### src/rtl/decoder_pkg.sv
// decoder_pkg: shared state encoding and mode constants for the decoder_scan family.
// Contents:
//   state_e      - IDLE / DIRECT / SCAN controller states
//   MODE_DIRECT  - mode input value selecting direct decode
//   MODE_SCAN    - mode input value selecting channel scan
package decoder_pkg;

    typedef enum logic [1:0] {
        IDLE   = 2'd0,
        DIRECT = 2'd1,
        SCAN   = 2'd2
    } state_e;

    localparam logic MODE_DIRECT = 1'b0;
    localparam logic MODE_SCAN   = 1'b1;

endpackage

### src/rtl/decoder_onehot.sv
// decoder_onehot: combinational SEL_W-to-NUM_OUT one-hot decode, zero for out-of-range codes.
// Ports:
//   sel_i  [SEL_W-1:0]    select code
//   out_o  [NUM_OUT-1:0]  one-hot decode of sel_i, all zero when sel_i >= NUM_OUT
module decoder_onehot #(
    parameter int SEL_W   = 2,
    parameter int NUM_OUT = 4
) (
    input  logic [SEL_W-1:0]   sel_i,
    output logic [NUM_OUT-1:0] out_o
);

    assign out_o = (32'(sel_i) < NUM_OUT) ? (NUM_OUT'(1) << sel_i) : '0;

endmodule

### src/rtl/decoder_scan.sv
// decoder_scan: registered binary-to-one-hot decoder with direct and dwell-timed scan modes.
// Ports:
//   clk      system clock, rising edge
//   rst      asynchronous active-high reset
//   en       block enable; low forces IDLE and zero outputs next cycle
//   mode     0 = direct, 1 = scan; used on load
//   load     one-cycle strobe: capture sel_in (direct) or start scan
//   sel_in   select code
//   dec_out  registered one-hot (or zero) output
//   sel_cur  code currently driven on dec_out
//   step     one-cycle pulse when the scan advances
//   busy     high in DIRECT or SCAN
//   err      (only with DECODER_SCAN_ERR_EN) pulses the cycle after a load of an out-of-range code
// Build option: define DECODER_SCAN_ERR_EN to add the err output.
module decoder_scan
    import decoder_pkg::*;
#(
    parameter int SEL_W   = 2,
    parameter int NUM_OUT = 4,
    parameter int DWELL   = 4,
    parameter int CNT_W   = $clog2(DWELL + 1)
) (
    input  logic               clk,
    input  logic               rst,
    input  logic               en,
    input  logic               mode,
    input  logic               load,
    input  logic [SEL_W-1:0]   sel_in,
    output logic [NUM_OUT-1:0] dec_out,
    output logic [SEL_W-1:0]   sel_cur,
    output logic               step,
    output logic               busy
`ifdef DECODER_SCAN_ERR_EN
    ,
    output logic               err
`endif
);

    state_e             state_q, state_d;
    logic [SEL_W-1:0]   sel_q, sel_d;
    logic [CNT_W-1:0]   cnt_q, cnt_d;
    logic [NUM_OUT-1:0] dec_q, dec_d, onehot;
    logic               step_q, step_d;
    logic               busy_q, busy_d;
    logic               in_range, dwell_done;
    logic [SEL_W-1:0]   sel_next;

    assign in_range   = 32'(sel_in) < NUM_OUT;
    assign dwell_done = cnt_q == CNT_W'(DWELL - 1);
    // Wrap at NUM_OUT-1 explicitly; codes above it are never scanned.
    assign sel_next   = (sel_q == SEL_W'(NUM_OUT - 1)) ? '0 : sel_q + SEL_W'(1);

    always_comb begin
        state_d = state_q;
        sel_d   = sel_q;
        cnt_d   = cnt_q;
        step_d  = 1'b0;
        if (!en) begin
            state_d = IDLE;
            cnt_d   = '0;
        end else if (load) begin
            state_d = (mode == MODE_DIRECT) ? DIRECT : SCAN;
            sel_d   = (mode == MODE_DIRECT || in_range) ? sel_in : '0;
            cnt_d   = '0;
        end else if (state_q == SCAN) begin
            cnt_d  = dwell_done ? '0 : cnt_q + CNT_W'(1);
            step_d = dwell_done;
            sel_d  = dwell_done ? sel_next : sel_q;
        end
        busy_d = state_d != IDLE;
        // Decoding the next code keeps dec_out aligned with sel_cur and never multi-hot.
        dec_d  = busy_d ? onehot : '0;
    end

    decoder_onehot #(
        .SEL_W   (SEL_W),
        .NUM_OUT (NUM_OUT)
    ) u_onehot (
        .sel_i (sel_d),
        .out_o (onehot)
    );

    always_ff @(posedge clk or posedge rst) begin
        if (rst) begin
            state_q <= IDLE;
            sel_q   <= '0;
            cnt_q   <= '0;
            dec_q   <= '0;
            step_q  <= 1'b0;
            busy_q  <= 1'b0;
        end else begin
            state_q <= state_d;
            sel_q   <= sel_d;
            cnt_q   <= cnt_d;
            dec_q   <= dec_d;
            step_q  <= step_d;
            busy_q  <= busy_d;
        end
    end

    assign dec_out = dec_q;
    assign sel_cur = sel_q;
    assign step    = step_q;
    assign busy    = busy_q;

`ifdef DECODER_SCAN_ERR_EN
    logic err_q;

    always_ff @(posedge clk or posedge rst) begin
        if (rst) err_q <= 1'b0;
        else     err_q <= en & load & ~in_range;
    end

    assign err = err_q;
`endif

endmodule

### config.mk
export PLATFORM = sky130hd
export DESIGN_NAME = decoder_scan
export DESIGN_NICKNAME = d
export VERILOG_FILES = /design/src/rtl/decoder_pkg.sv /design/src/rtl/decoder_onehot.sv /design/src/rtl/decoder_scan.sv
export SDC_FILE = /design/constraint.sdc
export NUM_CORES = 1
export LEC_CHECK = 0
export ABC_AREA = 1
export BUFFER_PORTS_ARGS = -buffer_cell sky130_fd_sc_hd__buf_2
export CAP_MARGIN = 20
export CORE_AREA = 2 2 39 41
export DETAILED_ROUTE_END_ITERATION = 16
export DIE_AREA = 0 0 41 43
export HOLD_SLACK_MARGIN = 0.12
export PLACE_DENSITY_LB_ADDON = 0.2
export RECOVER_POWER = 25
export SYNTH_ARGS = -nofsm -noshare
export SYNTH_HDL_FRONTEND = slang
export SYNTH_HIERARCHICAL = 1
export SYNTH_SLANG_ARGS = --single-unit
### constraint.sdc
create_clock -name clk -period 3.2 [get_ports clk]
set_input_delay 0.32 -clock clk [delete_from_list [all_inputs] [get_ports clk]]
set_output_delay 0.32 -clock clk [all_outputs]
set_load 0.05 [all_outputs]
### Word-level counts from Yosys, hierarchy flattened

Cells that the tools add are included.

* register bits after elaboration: 13
* word-level logic and storage cells: 30
* output and inout port bits: 8
* input bits: 7

* eq/ne operators: 4
* mux-type cells: 16
* reductions and logical operators: 1
* add/sub/neg operators: 2
* shift-type cells: 1

Operator list (count)
* $mux W2: 8
* $mux W3: 4
* $eq A2 B2 Y1 const B: 2
* $mux W4: 1
* $shl A1 B2 Y4 const A: 1
* $add A3 B1 Y3 const B: 1
* $eq A3 B2 Y1 const B: 1
* $mux W1: 3
* $ne A3 B1 Y1 const B: 1
* $add A2 B1 Y2 const B: 1
* $reduce_bool A2 Y1: 1

### Depth between registers and ports, before layout

Gate-level depths: netlist of run 1.

* word-level depth: 8
* gate-level depth with buffers: 11
* depth with buffers taken out: 11

### Hierarchy

The synthesis of run 1 kept the hierarchy.

By module, submodules not included
* decoder_scan: area each 576.8 um^2, seq. area each 325.3 um^2, cells each 66, times used 1
* decoder_onehot: area each 26.3 um^2, seq. area each 0.0 um^2, cells each 7, times used 1

### Worst setup path after synthesis of run 1

OpenSTA, ideal clock, no wires.

* kind: register to register
* start point: reg sel_q[0] (netlist: sel_cur[0])
* end point: reg dec_q[2] (netlist: dec_out[2])
* clock period less this slack: 1.664 ns
* library setup time: 0.071 ns
* slack: 1.536 ns
* data required time: 3.129 ns
* data arrival time: 1.592 ns
* stages on the path, launching flop included: 10
* buffers on the path: 0
* cells stage by stage: dfrtp_1 -> ha_1 -> inv_1 -> nand3_1 -> nand3_1 -> a21oi_1 -> inv_1 -> nor2_1 -> inv_1 -> nor2_1

* longest elaborated chain between the ends: 8
* elaborated cells on any way between the ends: 9
* classes of those cells: add/sub: 1; eq/ne: 1; shift: 1; mux: 6

Ends and longest elaborated chain
* start: declaration: RTL line decoder_scan.sv:40 `logic [SEL_W-1:0] sel_q, sel_d;`
* start signal: assignment: RTL line decoder_scan.sv:93 `sel_q <= sel_d;`
* $add A2 B1 Y2 / $eq A2 B2 Y1 (equally long branches): RTL line decoder_scan.sv:51 `assign sel_next = (sel_q == SEL_W'(NUM_OUT - 1)) ? '0 : sel_q + SEL_W'(1);`
* $mux W2 (*): RTL line decoder_scan.sv:51
* $mux W2 (*): RTL line decoder_scan.sv:68 `sel_d = dwell_done ? sel_next : sel_q;`
* $mux W2 (*): RTL line decoder_scan.sv:65 `end else if (state_q == SCAN) begin`
* $mux W2 (*): RTL line decoder_scan.sv:61 `end else if (load) begin`
* $mux W2 (*): RTL line decoder_scan.sv:58 `if (!en) begin`
* net sel_d[1]: RTL line decoder_scan.sv:40
* $shl A1 B2 Y4 (*): RTL line decoder_onehot.sv:13 `assign out_o = (32'(sel_i) < NUM_OUT) ? (NUM_OUT'(1) << sel_i) : '0;`
* net onehot[2]: RTL line decoder_scan.sv:42 `logic [NUM_OUT-1:0] dec_q, dec_d, onehot;`
* $mux W4 (*): RTL line decoder_scan.sv:72 `dec_d = busy_d ? onehot : '0;`
* net dec_d[2]: RTL line decoder_scan.sv:42
* end signal: assignment: RTL line decoder_scan.sv:88 `dec_q <= '0;`
* end signal: assignment: RTL line decoder_scan.sv:95 `dec_q <= dec_d;`
* end: declaration: RTL line decoder_scan.sv:42

Mark *: on every way through the listed nets, which the timed path passes. The rest lies on a longest branch.
A chain may end at the register's enable or synchronous reset.

### Final worst setup path of run 1

* start point: reg cnt_q[0]
* end point: reg dec_q[2] (netlist: dec_out[2])

* longest elaborated chain between the ends: 7

Ends and longest elaborated chain
* start: declaration: RTL line decoder_scan.sv:41 `logic [CNT_W-1:0] cnt_q, cnt_d;`
* start signal: assignment: RTL line decoder_scan.sv:94 `cnt_q <= cnt_d;`
* $eq A3 B2 Y1: RTL line decoder_scan.sv:49 `assign dwell_done = cnt_q == CNT_W'(DWELL - 1);`
* $mux W2: RTL line decoder_scan.sv:68
* $mux W2: RTL line decoder_scan.sv:65
* $mux W2: RTL line decoder_scan.sv:61
* $mux W2: RTL line decoder_scan.sv:58
* net sel_d[1]: RTL line decoder_scan.sv:40
* $shl A1 B2 Y4: RTL line decoder_onehot.sv:13
* net onehot[2]: RTL line decoder_scan.sv:42
* $mux W4: RTL line decoder_scan.sv:72
* net dec_d[2]: RTL line decoder_scan.sv:42

The timed path passes the listed nets, and every way through them passes these cells.

==> metrics.txt, run 1 <==
# TYPE chip_impl_metric gauge
chip_impl_info{name="outcome",value="complete, no violations"} 1
chip_impl_metric{name="fin_worst_hold_slack",unit="ns"} 0.336
chip_impl_metric{name="number_of_global_route_vias_before_repair",unit=""} 468
chip_impl_metric{name="timing.final.hold_violations",unit=""} 0
chip_impl_metric{name="number_of_buffers_inserted_by_port_buffering",unit=""} 14
chip_impl_metric{name="post_route_standard_cell_area_excluding_fillers",unit="sq um"} 721
chip_impl_metric{name="setup_total_negative_slack",unit="ns"} 0
chip_impl_info{name="min-delay-path-class",value="in2reg"} 1
chip_impl_metric{name="detailed_place.area",unit="sq um"} 693
chip_impl_metric{name="maximum_number_of_pins_on_one_net_before_global_route_repair",unit=""} 14
chip_impl_metric{name="starting_density",unit=""} 0.436
chip_impl_metric{name="power_frac_clock",unit=""} 0.282
chip_impl_metric{name="cp.arrival",unit="ns"} 1.89
chip_impl_metric{name="postCtsSetupBuffers",unit=""} 0
chip_impl_metric{name="power_density",unit="nW/um^2"} 504
chip_impl_metric{name="cts-root-to-sink-buffers",unit=""} 2
chip_impl_metric{name="clk_pin_slew_worst_paths",unit="ns"} 0.08
chip_impl_metric{name="syn_area_per_cell",unit="sq um"} 8.26
chip_impl_metric{name="grt_pass1_wl",unit="mm"} 1.97
chip_impl_metric{name="synth.distinct_cells",unit=""} 14
chip_impl_metric{name="fp.coreArea",unit="sq um"} 1380
chip_impl_metric{name="design.die.area",unit="sq um"} 1760
chip_impl_metric{name="detail_route.drc_violations",unit=""} 0
chip_impl_metric{name="max_slew.worst_pin.slew",unit="ns"} 0.491
chip_impl_metric{name="cts_num_sinks",unit=""} 13
chip_impl_metric{name="globalRoute.totalOverflow",unit=""} 0
chip_impl_metric{name="slew_viol_final",unit=""} 0
chip_impl_metric{name="die_width",unit="um"} 41
chip_impl_info{name="rsz0062_at_grt",value="no"} 1
chip_impl_metric{name="p_comb_frac",unit=""} 0.224
chip_impl_metric{name="seqPwrFrac",unit=""} 0.494
chip_impl_metric{name="insertion_delay",unit="ns"} 0.28
chip_impl_metric{name="synthesis.yosys.warnings",unit=""} 6
chip_impl_metric{name="drt_pass1_iterations",unit=""} 4
chip_impl_metric{name="post_synthesis_register_bit_count",unit=""} 13
chip_impl_metric{name="drtAntennaViolNets",unit=""} 0
chip_impl_metric{name="fmax",unit="GHz"} 0.592
chip_impl_info{name="worst_setup_path_end_kind",value="flop"} 1
chip_impl_metric{name="synthesis.nets",unit=""} 82
chip_impl_metric{name="crit_fanout",unit=""} 5
chip_impl_metric{name="final_min_period_over_clock_period",unit=""} 0.528
chip_impl_metric{name="fin_worst_skew",unit="ns"} 0.00730
chip_impl_metric{name="floorplan.rows",unit=""} 14
chip_impl_metric{name="syn_to_final_growth",unit="%"} 19.5
chip_impl_metric{name="die-height",unit="um"} 43
chip_impl_metric{name="initial_antenna_violation_count",unit=""} 0
chip_impl_metric{name="total_power",unit="mW"} 0.363
chip_impl_metric{name="ctsHtreeMaxLevel",unit=""} 1
chip_impl_metric{name="total_via_count_in_the_routed_design",unit=""} 496
chip_impl_metric{name="layout-drive-gt1-share",unit=""} 0.217
chip_impl_info{name="criticalPathCategory",value="reg2reg"} 1
chip_impl_metric{name="synth_area",unit="sq um"} 603
chip_impl_metric{name="detailedPlacementHpwl",unit="um"} 884
chip_impl_metric{name="all_layer_global_routing_usage",unit=""} 0.178
chip_impl_metric{name="antenna_cells",unit=""} 0
chip_impl_metric{name="slew_headroom",unit=""} 0.672
chip_impl_metric{name="finalWeightedCongestion",unit=""} 0.810
chip_impl_metric{name="tritoncts.num_buffers",unit=""} 3
chip_impl_info{name="tritoncts_clock_tree",value="done"} 1
chip_impl_metric{name="power.static_leakage",unit="nW"} 0.413
chip_impl_metric{name="netlist_instances",unit=""} 73
chip_impl_info{name="timing.critical_path.from_type",value="flop"} 1
chip_impl_metric{name="vdd_ir_drop_max",unit="V"} 0.000298
chip_impl_metric{name="cp_data_required_time",unit="ns"} 3.40
chip_impl_metric{name="design.portCount",unit=""} 15
chip_impl_metric{name="wire_per_inst",unit="um"} 10.8
chip_impl_metric{name="report.final.setup_viol",unit=""} 0
chip_impl_metric{name="drt-total-wl",unit="mm"} 1.16
chip_impl_metric{name="intPower",unit="mW"} 0.244
chip_impl_metric{name="util_after_layout",unit=""} 0.521
chip_impl_metric{name="finalNetCount",unit=""} 102
chip_impl_metric{name="period_needed",unit="ns"} 1.69
chip_impl_metric{name="yosysSeqAreaShare",unit=""} 0.539
chip_impl_metric{name="fillCellCount",unit=""} 128
chip_impl_metric{name="switching_share",unit=""} 0.329
chip_impl_metric{name="p_sw",unit="mW"} 0.119
chip_impl_info{name="cts_root_buf",value="sky130_fd_sc_hd__clkbuf_4"} 1
chip_impl_metric{name="drt_first_iter_violations",unit=""} 5
chip_impl_metric{name="max_cap_violations",unit=""} 0
chip_impl_metric{name="via_per_inst",unit=""} 4.59
## critical path, stage by stage, from the launching register on
cell and delay (ns):
sky130_fd_sc_hd__dfrtp_1 0.38, sky130_fd_sc_hd__ha_1 0.20, sky130_fd_sc_hd__inv_1 0.05, sky130_fd_sc_hd__nor2_1 0.13, sky130_fd_sc_hd__nand2_1 0.12, sky130_fd_sc_hd__nand2_1 0.08, sky130_fd_sc_hd__nand3_1 0.06, sky130_fd_sc_hd__a21oi_1 0.29
sky130_fd_sc_hd__inv_1 0.08, sky130_fd_sc_hd__nor2_1 0.09, sky130_fd_sc_hd__inv_1 0.05, sky130_fd_sc_hd__nor2_1 0.09
## through the flow
| step | setup WS [ns] | std cells |
|---|---|---|
| 6_report | 1.51 | 108 |
| 5_1_grt | 1.30 | 108 |
| 4_1_cts | 1.51 | 108 |
| 3_5_place_dp | 1.53 | 103 |
| 3_3_place_gp | 1.65 | 103 |
| 2_1_floorplan | 1.54 | 73 |
## cell type report
class | count | area, sq um | area share
clock buffer | 4 | 26.3 | 0.0365
inverter | 18 | 67.6 | 0.0938
multi-input combinational | 42 | 201 | 0.280
sequential | 13 | 325 | 0.451
tap | 16 | 20.0 | 0.0278
timing repair buffer | 15 | 80.1 | 0.111
## Yosys cell counts
master	n	share of area
sky130_fd_sc_hd__inv_1	16	0.10
sky130_fd_sc_hd__nand3_1	5	0.041
sky130_fd_sc_hd__nand2_1	8	0.050
sky130_fd_sc_hd__nor3_1	1	0.0083
sky130_fd_sc_hd__ha_1	2	0.041
sky130_fd_sc_hd__o22ai_2	1	0.021
sky130_fd_sc_hd__a21oi_1	2	0.017
sky130_fd_sc_hd__o21ai_0	2	0.017
sky130_fd_sc_hd__nor2_2	2	0.021
sky130_fd_sc_hd__nor2_1	17	0.11
sky130_fd_sc_hd__xor2_1	1	0.015
sky130_fd_sc_hd__dfrtp_1	13	0.54
sky130_fd_sc_hd__inv_2	2	0.012
sky130_fd_sc_hd__a211oi_1	1	0.012
## registers in the layout (all words and copies together) (netlist names)
name     flops
sel_cur      2
cnt_q        3
step         1
busy         1
state_q      2
dec_out      4
## kinds of logic after synthesis
family / Yosys count / synth area share
compound gates: 6 / 0.0664
buf+inv: 18 / 0.112
fa+ha+maj: 2 / 0.0415
xor+xnor: 1 / 0.0145
flops: 13 / 0.539
simple gates: 33 / 0.226
## repair_timing
action                    in CTS  in global routing
resized for setup              0                  0
hold endpoints to repair      13                  0
hold buffers                   1                  0
## cells in the final DEF (no fill, tap or decap)
cell                             n
sky130_fd_sc_hd__inv_2           2
sky130_fd_sc_hd__clkbuf_4        3
sky130_fd_sc_hd__dfrtp_1        13
sky130_fd_sc_hd__a211oi_1        1
sky130_fd_sc_hd__nor2_2          1
sky130_fd_sc_hd__ha_1            2
sky130_fd_sc_hd__buf_2          14
sky130_fd_sc_hd__inv_1          16
sky130_fd_sc_hd__dlygate4sd3_1   1
sky130_fd_sc_hd__xor2_1          1
sky130_fd_sc_hd__a21oi_1         2
sky130_fd_sc_hd__nor3_1          1
sky130_fd_sc_hd__o21ai_0         2
sky130_fd_sc_hd__nor2_1         18
sky130_fd_sc_hd__clkbuf_1        1
sky130_fd_sc_hd__nand3_1         5
sky130_fd_sc_hd__nand2_1         8
sky130_fd_sc_hd__o22ai_1         1
## worst paths after layout
| kind | startpoint | endpoint | slack [ns] | cells after the start |
|---|---|---|---|---|
| hold / removal | mode | state_q[0] | 0.34 | 4 |
| min in group asynchronous | rst | state_q[0] | 0.60 | 3 |
| max in group asynchronous | rst | dec_out[2] | 2.27 | 3 |
| setup / recovery | cnt_q[0] | dec_out[2] | 1.51 | 11 |
| hold reg to reg | cnt_q[2] | cnt_q[2] | 0.54 | 2 |
| setup reg to reg | cnt_q[0] | dec_out[2] | 1.51 | 11 |
## power groups by stage
stage	Clock, mW	Sequential, mW	Combinational, mW
2_1_floorplan	0	0.211	0.0326
3_3_place_gp	0	0.183	0.0811
3_5_place_dp	0	0.183	0.0825
4_1_cts	0.107	0.180	0.0838
5_1_grt	0.113	0.181	0.0914
6_report	0.102	0.179	0.0812
## per-layer routing
metal | global-route usage | routed length (um) | vias to the layer above
met5 | 0 | 0 | -
met4 | 0.133 | 15 | 0
met3 | 0.0576 | 46 | 2
met2 | 0.247 | 572 | 9
met1 | 0.221 | 530 | 226
li1 | - | - | 259
(Power assumes the default switching activity.)
==> run 2: changes to the inputs <==
ABC_AREA = 0   (was 1)
CORE_AREA = not set   (was 2 2 39 41)
CORE_UTILIZATION = 44   (was not set)
DIE_AREA = not set   (was 0 0 41 43)
clock period = 1.43 ns   (was 3.2 ns; I/O delays follow)
==> metrics.txt, run 2 <==
# TYPE chip_impl_metric gauge
chip_impl_metric{name="via_per_inst",unit=""} 4.89
chip_impl_metric{name="netlist_instances",unit=""} 50
chip_impl_info{name="outcome",value="finished, violations left"} 1
chip_impl_metric{name="post_route_standard_cell_area_excluding_fillers",unit="sq um"} 823
chip_impl_metric{name="detail_route.drc_violations",unit=""} 0
chip_impl_metric{name="fmax",unit="GHz"} 0.621
chip_impl_metric{name="drt_pass1_iterations",unit=""} 2
chip_impl_metric{name="grt_pass1_wl",unit="mm"} 1.79
chip_impl_info{name="cts_root_buf",value="sky130_fd_sc_hd__clkbuf_4"} 1
chip_impl_metric{name="yosysSeqAreaShare",unit=""} 0.531
chip_impl_info{name="ys_top_cells_by_count",value="sky130_fd_sc_hd__dfrtp_1, sky130_fd_sc_hd__and2_1, sky130_fd_sc_hd__nand2_1"} 1
chip_impl_metric{name="post-route-worst-setup-slack",unit="ns"} -0.181
chip_impl_metric{name="cts-root-to-sink-buffers",unit=""} 2
chip_impl_metric{name="die-height",unit="um"} 39.3
chip_impl_metric{name="max_cap_violations",unit=""} 0
chip_impl_metric{name="fp.coreArea",unit="sq um"} 1300
chip_impl_metric{name="drt-total-wl",unit="mm"} 1.18
chip_impl_metric{name="crit_fanout",unit=""} 5
chip_impl_metric{name="detailed_place.area",unit="sq um"} 766
chip_impl_metric{name="number_of_buffers_inserted_by_port_buffering",unit=""} 14
chip_impl_info{name="most-common-layout-cells",value="sky130_fd_sc_hd__buf_2, sky130_fd_sc_hd__dfrtp_1, sky130_fd_sc_hd__buf_4"} 1
chip_impl_metric{name="slew_headroom",unit=""} 0.678
chip_impl_info{name="worst_setup_path_end_kind",value="flop"} 1
chip_impl_metric{name="globalRoute.totalOverflow",unit=""} 0
chip_impl_metric{name="ctsHtreeMaxLevel",unit=""} 1
chip_impl_metric{name="vdd_ir_drop_max",unit="V"} 0.000539
chip_impl_info{name="tritoncts_clock_tree",value="done"} 1
chip_impl_metric{name="total_via_count_in_the_routed_design",unit=""} 440
chip_impl_metric{name="maximum_number_of_pins_on_one_net_before_global_route_repair",unit=""} 14
chip_impl_metric{name="syn_area_per_cell",unit="sq um"} 12.3
chip_impl_metric{name="finalNetCount",unit=""} 85
chip_impl_info{name="failed_checks",value="negative setup slack"} 1
chip_impl_info{name="synth.most_common_cell",value="sky130_fd_sc_hd__dfrtp_1"} 1
chip_impl_metric{name="seqPwrFrac",unit=""} 0.490
chip_impl_info{name="ys_top_cells_by_area",value="sky130_fd_sc_hd__dfrtp_1, sky130_fd_sc_hd__and2_1, sky130_fd_sc_hd__nand4bb_4"} 1
chip_impl_metric{name="die_width",unit="um"} 39.3
chip_impl_metric{name="design.die.area",unit="sq um"} 1550
chip_impl_metric{name="setup_total_negative_slack",unit="ns"} -0.517
chip_impl_info{name="criticalPathCategory",value="reg2reg"} 1
chip_impl_metric{name="design.portCount",unit=""} 15
chip_impl_metric{name="starting_density",unit=""} 0.471
chip_impl_metric{name="timing.final.hold_violations",unit=""} 0
chip_impl_metric{name="synth_area",unit="sq um"} 613
chip_impl_metric{name="wire_per_inst",unit="um"} 13.1
chip_impl_metric{name="finish.cell_count_without_fillers",unit=""} 90
chip_impl_metric{name="syn_to_final_growth",unit="%"} 34.3
chip_impl_metric{name="slew_viol_final",unit=""} 0
chip_impl_metric{name="dp.cells",unit=""} 83
chip_impl_metric{name="all_layer_global_routing_usage",unit=""} 0.185
chip_impl_metric{name="antenna_cells",unit=""} 0
chip_impl_metric{name="period_needed",unit="ns"} 1.61
chip_impl_metric{name="layout-drive-gt1-share",unit=""} 0.507
chip_impl_metric{name="intPower",unit="mW"} 0.572
chip_impl_metric{name="insertion_delay",unit="ns"} 0.28
chip_impl_info{name="min-delay-path-class",value="in2reg"} 1
chip_impl_metric{name="synth_largest_type_area_fraction",unit=""} 0.531
chip_impl_info{name="commonest_non_fill_non_tap_cell_in_the_layout",value="sky130_fd_sc_hd__buf_2"} 1
chip_impl_metric{name="switching_share",unit=""} 0.308
chip_impl_metric{name="initial_antenna_violation_count",unit=""} 0
chip_impl_metric{name="p_sw",unit="mW"} 0.255
chip_impl_metric{name="power_frac_clock",unit=""} 0.278
chip_impl_metric{name="post_synthesis_register_bit_count",unit=""} 13
chip_impl_info{name="rsz0062_at_grt",value="yes"} 1
chip_impl_metric{name="clk_pin_slew_worst_paths",unit="ns"} 0.08
chip_impl_metric{name="power_density",unit="nW/um^2"} 1000
chip_impl_metric{name="largest_register_ff_count",unit=""} 4
chip_impl_metric{name="postSynth.asyncResetShare",unit=""} 1.00
chip_impl_metric{name="cts_num_sinks",unit=""} 13
chip_impl_metric{name="max_slew.worst_pin.slew",unit="ns"} 0.483
chip_impl_metric{name="power.static_leakage",unit="nW"} 0.412
chip_impl_metric{name="fin_worst_skew",unit="ns"} 0.00169
chip_impl_metric{name="report.final.setup_viol",unit=""} 4
chip_impl_metric{name="cp.arrival",unit="ns"} 1.79
chip_impl_info{name="ys.flop_type",value="sky130_fd_sc_hd__dfrtp_1"} 1
chip_impl_metric{name="finalWeightedCongestion",unit=""} 0.685
chip_impl_metric{name="number_of_global_route_vias_before_repair",unit=""} 418
chip_impl_metric{name="synthesis.nets",unit=""} 59
chip_impl_metric{name="util_after_layout",unit=""} 0.633
chip_impl_info{name="synth_largest_area_cell",value="sky130_fd_sc_hd__dfrtp_1"} 1
chip_impl_metric{name="p_comb_frac",unit=""} 0.232
chip_impl_metric{name="floorplan.rows",unit=""} 13
chip_impl_metric{name="drt_first_iter_violations",unit=""} 1
chip_impl_metric{name="synth_enable_flop_cells",unit=""} 0
chip_impl_info{name="timing.critical_path.from_type",value="flop"} 1
chip_impl_metric{name="final_min_period_over_clock_period",unit=""} 1.13
chip_impl_metric{name="cp_data_required_time",unit="ns"} 1.60
chip_impl_metric{name="synth.distinct_cells",unit=""} 24
chip_impl_metric{name="drtAntennaViolNets",unit=""} 0
chip_impl_metric{name="tritoncts.num_buffers",unit=""} 3
chip_impl_metric{name="synthesis.yosys.warnings",unit=""} 6
## run 2: changes by cell type after synthesis, sizes merged, moves of 2 or more
cell | previous run | this run
inv | 18 | 2
nor2b | 0 | 2
and2 | 0 | 6
nand2b | 0 | 2
and2b | 0 | 2
nor2 | 19 | 3
nand2 | 8 | 4
nand3 | 5 | 0
## run 2: per-stage QoR
stage | hold slack (ns) | worst slack [ns] | total power, mW
2_1_floorplan | 0.0198 | -0.119 | 0.544
3_3_place_gp | 0.177 | -0.146 | 0.596
3_5_place_dp | 0.184 | -0.215 | 0.600
4_1_cts | 0.136 | -0.179 | 0.834
5_1_grt | 0.159 | -0.244 | 0.855
6_report | 0.139 | -0.181 | 0.826
## run 2: power groups by stage
stage	Sequential, mW	Combinational, mW	Clock, mW
floorplan	0.471	0.0734	0
global placement	0.412	0.184	0
detailed placement	0.413	0.187	0
CTS	0.406	0.193	0.236
global route	0.409	0.207	0.239
finish	0.405	0.192	0.230
## run 2: final timing paths
check                             end  cells after the start      from  slack [ns]
min                        state_q[1]                      3      mode        0.14
min in group asynchronous        busy                      3       rst        0.43
max                        dec_out[1]                      6  cnt_q[0]       -0.18
max in group asynchronous  sel_cur[0]                      3       rst        0.65
min reg2reg                  cnt_q[2]                      2  cnt_q[2]        0.54
max reg2reg                dec_out[1]                      6  cnt_q[0]       -0.18
## run 2: critical path, cell delays in order (launching register included)
cell,delay [ns]
sky130_fd_sc_hd__dfrtp_1,0.40
sky130_fd_sc_hd__ha_4,0.17
sky130_fd_sc_hd__and4bb_1,0.23
sky130_fd_sc_hd__o21ai_2,0.08
sky130_fd_sc_hd__a22oi_2,0.25
sky130_fd_sc_hd__and2b_2,0.25
sky130_fd_sc_hd__and2_4,0.13
## run 2: area by class of cell
cell class	instances	area (sq um)
sequential	13	328
timing repair buffer	22	133
inverter	2	7.51
tap	15	18.8
multi-input combinational	34	310
fill	120	478
clock buffer	4	26.3
## run 2: layer usage
metal	share of wire	wire length, um	global-route usage	up-vias
met5	0	0	0	-
met4	0.016	19	0.103	0
met3	0.048	57	0.0341	2
met2	0.50	591	0.304	16
met1	0.43	514	0.224	201
li1	-	-	-	221
## run 2: kinds of logic (layout without fill, tap and decap cells)
logic type / Yosys count / in the layout / synth area share
muxes: 1 / 1 / 0.0163
AOI/OAI and AO/OA: 9 / 9 / 0.127
and+or+nand+nor: 21 / 21 / 0.241
xor gates and xnor gates: 1 / 1 / 0.0143
buffers and inverters: 3 / 28 / 0.0306
adders and majority gates: 2 / 2 / 0.0408
DFF: 13 / 13 / 0.531
## run 2: what timing repair did
action / 4_1_cts / 5_1_grt
hold buffers: 1 / 0
pin swaps: 8 / 0
hold endpoints to repair: 13 / 0
gates resized for setup: 2 / 0
endpoints found under the setup margin: 5 / 5
buffers inserted: 2 / 1
